==> config.mk <==
export PLATFORM = sky130hd
export DESIGN_NAME = mem_arbiter
export DESIGN_NICKNAME = d
export VERILOG_FILES = /design/src/rtl/mem_arb_pkg.sv /design/src/rtl/mem_arbiter_byte_merger.sv /design/src/rtl/mem_arbiter.sv
export SDC_FILE = /design/constraint.sdc
export NUM_CORES = 1
export LEC_CHECK = 0
export ABC_AREA = 1
export BUFFER_PORTS_ARGS = -buffer_cell sky130_fd_sc_hd__buf_2
export CAP_MARGIN = 10
export CORE_MARGIN = 1
export CORE_UTILIZATION = 54
export DETAILED_ROUTE_END_ITERATION = 7
export PLACE_DENSITY = 0.91
export SYNTH_ARGS = -nofsm -noshare
export SYNTH_HDL_FRONTEND = slang
export SYNTH_SLANG_ARGS = --single-unit
==> constraint.sdc <==
create_clock -name CLK -period 5.3 [get_ports CLK]
set_clock_uncertainty 0.2 [all_clocks]
set_input_delay 0.53 -clock CLK [delete_from_list [all_inputs] [get_ports CLK]]
set_output_delay 0.53 -clock CLK [all_outputs]
set_load 0.01 [all_outputs]
==> src/rtl/mem_arb_pkg.sv <==
// Shared types and constants for the memory arbiter slice.
package mem_arb_pkg;

  typedef enum logic [0:0] {
    ARB_IDLE      = 1'b0,
    ARB_RMW_MERGE = 1'b1
  } arb_state_t;

  typedef enum logic [1:0] {
    NONE  = 2'd0,
    FETCH = 2'd1,
    DATA  = 2'd2
  } arb_owner_t;

  localparam logic [3:0] BE_FULL = 4'b1111;
  localparam logic [3:0] BE_NONE = 4'b0000;

endpackage

==> src/rtl/mem_arbiter_byte_merger.sv <==
// Byte-lane merge: enabled lanes come from the new word, the rest from the old word.
module byte_merger #(
  parameter int DATA_W = 32
) (
  input  logic [DATA_W-1:0]   old_word,
  input  logic [DATA_W-1:0]   new_word,
  input  logic [DATA_W/8-1:0] be,
  output logic [DATA_W-1:0]   merged
);

  // Select each byte lane independently from old or new data.
  always_comb begin
    merged = old_word;
    for (int i = 0; i < DATA_W / 8; i++) begin
      if (be[i]) begin
        merged[i*8 +: 8] = new_word[i*8 +: 8];
      end else begin
        merged[i*8 +: 8] = old_word[i*8 +: 8];
      end
    end
  end

endmodule

==> src/rtl/mem_arbiter.sv <==
// Single-port memory arbiter: data-priority grants with bounded fetch
// starvation, read-data routing to the owner, and read-modify-write for
// partial stores.
module mem_arbiter
  import mem_arb_pkg::*;
#(
  parameter int ADDR_W          = 10,
  parameter int DATA_W          = 32,
  parameter int MAX_DATA_STREAK = 4
) (
  input  logic              CLK,
  input  logic              RSTN,
  input  logic              IF_REQ,
  input  logic [ADDR_W-1:0] IF_ADDR,
  output logic              IF_GNT,
  output logic              IF_RVALID,
  output logic [DATA_W-1:0] IF_RDATA,
  input  logic              D_REQ,
  input  logic              D_WE,
  input  logic [ADDR_W-1:0] D_ADDR,
  input  logic [DATA_W-1:0] D_WDATA,
  input  logic [3:0]        D_BYTE_EN,
  output logic              D_GNT,
  output logic              D_RVALID,
  output logic [DATA_W-1:0] D_RDATA,
  output logic [ADDR_W-1:0] MEM_ADDRESS,
  output logic              MEM_WRITE_ENABLE,
  output logic [DATA_W-1:0] MEM_WRITE_DATA,
  input  logic [DATA_W-1:0] MEM_READ_DATA,
  output logic              BUSY
);

  localparam int STREAK_W = $clog2(MAX_DATA_STREAK + 1);
  localparam logic [STREAK_W-1:0] STREAK_MAX = STREAK_W'(MAX_DATA_STREAK);

  arb_state_t          state;
  arb_owner_t          owner;
  logic [STREAK_W-1:0] streak;
  logic [ADDR_W-1:0]   lat_addr;
  logic [DATA_W-1:0]   lat_wdata;
  logic [3:0]          lat_be;
  logic [ADDR_W-1:0]   last_addr;
  logic [DATA_W-1:0]   last_wdata;

  logic                if_gnt_s;
  logic                d_gnt_s;
  logic [ADDR_W-1:0]   mem_addr_s;
  logic                mem_we_s;
  logic [DATA_W-1:0]   mem_wdata_s;
  logic [DATA_W-1:0]   merged_s;
  logic                partial_s;

  // Latched store data overlays the word read back during the grant cycle.
  byte_merger #(.DATA_W(DATA_W)) u_merge (
    .old_word (MEM_READ_DATA),
    .new_word (lat_wdata),
    .be       (lat_be),
    .merged   (merged_s)
  );

  assign partial_s = D_WE && (D_BYTE_EN != BE_FULL) && (D_BYTE_EN != BE_NONE);

  // Grant selection and memory command; address/wdata hold when idle.
  always_comb begin
    if_gnt_s    = 1'b0;
    d_gnt_s     = 1'b0;
    mem_addr_s  = last_addr;
    mem_we_s    = 1'b0;
    mem_wdata_s = last_wdata;
    if (!RSTN) begin
      if_gnt_s = 1'b0;
    end else if (state == ARB_RMW_MERGE) begin
      mem_addr_s  = lat_addr;
      mem_we_s    = 1'b1;
      mem_wdata_s = merged_s;
    end else if (D_REQ && !(IF_REQ && (streak == STREAK_MAX))) begin
      d_gnt_s = 1'b1;
      if (!D_WE) begin
        mem_addr_s = D_ADDR;
      end else if (D_BYTE_EN == BE_FULL) begin
        mem_addr_s  = D_ADDR;
        mem_wdata_s = D_WDATA;
        mem_we_s    = 1'b1;
      end else if (D_BYTE_EN != BE_NONE) begin
        mem_addr_s = D_ADDR;
      end else begin
        mem_addr_s = last_addr;
      end
    end else if (IF_REQ) begin
      if_gnt_s   = 1'b1;
      mem_addr_s = IF_ADDR;
    end else begin
      mem_we_s = 1'b0;
    end
  end

  // Arbiter state, starvation counter, read owner and RMW latches.
  always_ff @(posedge CLK or negedge RSTN) begin
    if (!RSTN) begin
      state      <= ARB_IDLE;
      owner      <= NONE;
      streak     <= '0;
      lat_addr   <= '0;
      lat_wdata  <= '0;
      lat_be     <= 4'b0000;
      last_addr  <= '0;
      last_wdata <= '0;
    end else begin
      last_addr  <= mem_addr_s;
      last_wdata <= mem_wdata_s;

      if (if_gnt_s) begin
        owner <= FETCH;
      end else if (d_gnt_s && !D_WE) begin
        owner <= DATA;
      end else begin
        owner <= NONE;
      end

      if (!IF_REQ || if_gnt_s) begin
        streak <= '0;
      end else if (d_gnt_s && (streak != STREAK_MAX)) begin
        streak <= streak + STREAK_W'(1);
      end else begin
        streak <= streak;
      end

      case (state)
        ARB_IDLE: begin
          if (d_gnt_s && partial_s) begin
            state     <= ARB_RMW_MERGE;
            lat_addr  <= D_ADDR;
            lat_wdata <= D_WDATA;
            lat_be    <= D_BYTE_EN;
          end else begin
            state <= ARB_IDLE;
          end
        end
        ARB_RMW_MERGE: state <= ARB_IDLE;
        default:       state <= ARB_IDLE;
      endcase
    end
  end

  assign IF_GNT           = if_gnt_s;
  assign D_GNT            = d_gnt_s;
  assign IF_RVALID        = (owner == FETCH);
  assign D_RVALID         = (owner == DATA);
  assign IF_RDATA         = (owner == FETCH) ? MEM_READ_DATA : '0;
  assign D_RDATA          = (owner == DATA) ? MEM_READ_DATA : '0;
  assign MEM_ADDRESS      = mem_addr_s;
  assign MEM_WRITE_ENABLE = mem_we_s;
  assign MEM_WRITE_DATA   = mem_wdata_s;
  assign BUSY             = (state == ARB_RMW_MERGE);

endmodule

==> flow_summary.json <==
{
  "status": "complete, but fails checks",
  "failed_checks": "hold timing",
  "cp-start-kind": "flip-flop",
  "synth-edff-count": 0,
  "gr-total-overflow": 0,
  "firstDrtPassIters": 5,
  "hold_violations": 7,
  "syn_to_final_growth_pct": 21.9,
  "fin_crit_sh_pct": 79.5,
  "synth_area_leaders": "dfrtp_1, nand2_1, inv_1",
  "dieArea_mm2": 0.0104,
  "cts_tree": "done",
  "power.density_mw_per_mm2": 296,
  "num-fill-cells": 884,
  "cts_num_sinks": 94,
  "fin_tns_setup_ns": 0,
  "grt_max_degree": 61,
  "htree_levels": 3,
  "yosysTopAreaCell": "dfrtp_1",
  "synth_seq_area_share_pct": 43.6,
  "crit_chain": "inv_1, ha_1, nand3_1, nand2_1, inv_1, nand3_1, buf_4, nand3_1, nand2_1, inv_1, buf_2",
  "maxSlewViolCount": 0,
  "cts_hold_repair.buffers": 0,
  "synthFlopType": "dfrtp_1",
  "fmax_ghz": 0.237,
  "clk_pin_slew_ns": 0.09,
  "insertion_delay_ns": 0.38,
  "syn-num-nets": 896,
  "antenna_found_initial": 0,
  "grt_setup_unrepaired": "no",
  "required_ns": 4.57,
  "ff2ff_path_depth": 10,
  "die_x_um": 102,
  "ys_async_sr_fraction_pct": 100,
  "drc": 0,
  "crit_slowest_cell": "nand3_1",
  "critical_path_class": "flip-flop to output port",
  "cp_top_family": "simple AND/OR/NAND/NOR gates",
  "crit_path_end_kind": "output port",
  "r2r_end": "last_wdata[7]$_DFF_PN0_",
  "cts_made_buffers": 9,
  "ios": 205,
  "place_inst": 1100,
  "hp-class": "input pin to async pin",
  "antennaDiodeCount": 0,
  "postCtsSetupRepairBufs": 0,
  "fp.coreArea_mm2": 0.00973,
  "fin_nets": 1073,
  "die_y_um": 102,
  "cts-resized-gates": 0,
  "drt_iter0_drc": 229,
  "grt_pass1_vias": 5075,
  "worst_slew_pin_slew_ns": 1.09,
  "drive_gt1_share_pct": 23.9,
  "layoutNonFillerInstCount": 1116,
  "finalWirelength_um": 15100,
  "wl_per_cell_um": 13.6,
  "synth.top_cells.by_count": "nand2_1, inv_1, nor2_1",
  "worstPathMaxFanout": 23,
  "cts_buffer_depth": 2,
  "grtUsageTotal_pct": 30.0,
  "multiInputGateArea_mm2": 0.00227,
  "final_core_util_pct": 67.5,
  "ys_types": 22,
  "regArea_mm2": 0.00235,
  "grt_pass1_wl_um": 23600,
  "initial_core_util_pct": 55.4,
  "synth_most_common_cell": "nand2_1",
  "p_leak_nw": 4.05,
  "timing.rr.start": "streak[1]$_DFFE_PN0P_",
  "ys_warn_count": 0,
  "port_buffers": 204,
  "cap_viol_max_count": 0,
  "setup_viol": 0,
  "avgSynthCellArea_um2": 6.73,
  "synth_top_cell_area_share_pct": 43.6,
  "synthCells": 801,
  "cp.arrival_ns": 3.48,
  "routed_via_density": 5.05,
  "whs_ns": -0.00826,
  "cts-root-buf": "clkbuf_8",
  "fin_crit_ns": 4.21,
  "hpwlAfterDp_um": 10400,
  "p_total_mw": 1.94,
  "place.gp.congestion": 0.886,
  "cp_num_buf_inv": 5,
  "cpPeakStageDelay_ns": 0.78,
  "r2r_setup_slack_ns": 2.06,
  "rows": 36,
  "synth_area_mm2": 0.00539,
  "slew_headroom_pct": 27.2,
  "drt.antenna.violating_nets": 0,
  "synth-seq-cells": 94,
  "vdd_drop_max_mv": 0.234,
  "vias": 5631
}
## layout by cell type, fill, tap and decap left out, types with 2 or more instances in the layout
cell	count
a21oi_1	81
ha_1	2
o21ai_0	39
o21a_1	4
dfrtp_1	94
buf_4	8
inv_1	136
nand2_1	217
nor2_2	3
inv_2	3
nand3_1	40
buf_2	203
nor2_1	108
clkbuf_8	11
o21ai_1	15
nor2_4	2
nand4_1	6
nor3_1	2
o211ai_1	3
## metrics by stage
| stage | setup WS (ns) | hold slack [ns] | cell area, um2 |
|---|---|---|---|
| 6_report | 1.09 | -0.00826 | 6570 |
| 5_1_grt | 0.679 | 0.0519 | 6570 |
| 4_1_cts | 1.08 | 0.0338 | 6570 |
| 3_5_place_dp | 1.32 | 0.265 | 6380 |
| 3_3_place_gp | 1.43 | 0.262 | 6380 |
| 2_1_floorplan | 3.13 | 0.0344 | 5390 |
## kinds of logic after synthesis
kind of cell | share of synthesized area [%]
and+or+nand+nor | 28.1
buffers and inverters | 14.3
AOI/OAI and AO/OA | 13.5
DFF | 43.6
adders and majority gates | 0.464
## metal layers
metal,wire [um],vias up,global-route usage (%),share of wire [%]
met2,7380,255,53.0,49
met1,6240,2564,35.6,41
met5,0,-,0,0
met4,189,0,8.79,1.2
li1,-,2796,-,-
met3,1340,16,8.41,8.9
## power breakdown
group / total, mW / switching (mW) / internal, mW
logic: 0.534 / 0.327 / 0.206
clock network: 0.457 / 0.259 / 0.198
registers: 0.952 / 0.0868 / 0.865
total: 1.94 / 0.672 / 1.27
## sequential cells by signal (all words and copies together) (netlist names)
register	cells
streak	3
last_wdata	32
lat_wdata	32
owner	2
lat_be	4
lat_addr	10
last_addr	10
BUSY	1
## layout make-up
| type | instances | share of cell area (%) |
|---|---|---|
| timing repair buffer | 211 | 16.4 |
| tap | 133 | 2.53 |
| clock buffer | 12 | 2.36 |
| sequential | 94 | 35.8 |
| multi-input combinational | 523 | 34.5 |
| inverter | 139 | 7.94 |
| clock inverter | 4 | 0.457 |
## how the worst max path moves through the flow
stage	startpoint	to	cells after the start
after global routing	streak[0]$_DFFE_PN0P_	MEM_WRITE_DATA[7]	11
final	streak[1]$_DFFE_PN0P_	MEM_WRITE_DATA[7]	11
after detailed placement	IF_REQ	MEM_WRITE_DATA[6]	10
after global placement	IF_REQ	MEM_WRITE_DATA[3]	10
after CTS	streak[1]$_DFFE_PN0P_	MEM_WRITE_DATA[7]	11
after floorplan	streak[0]$_DFFE_PN0P_	MEM_ADDRESS[4]	10
(Power assumes the default switching activity.)
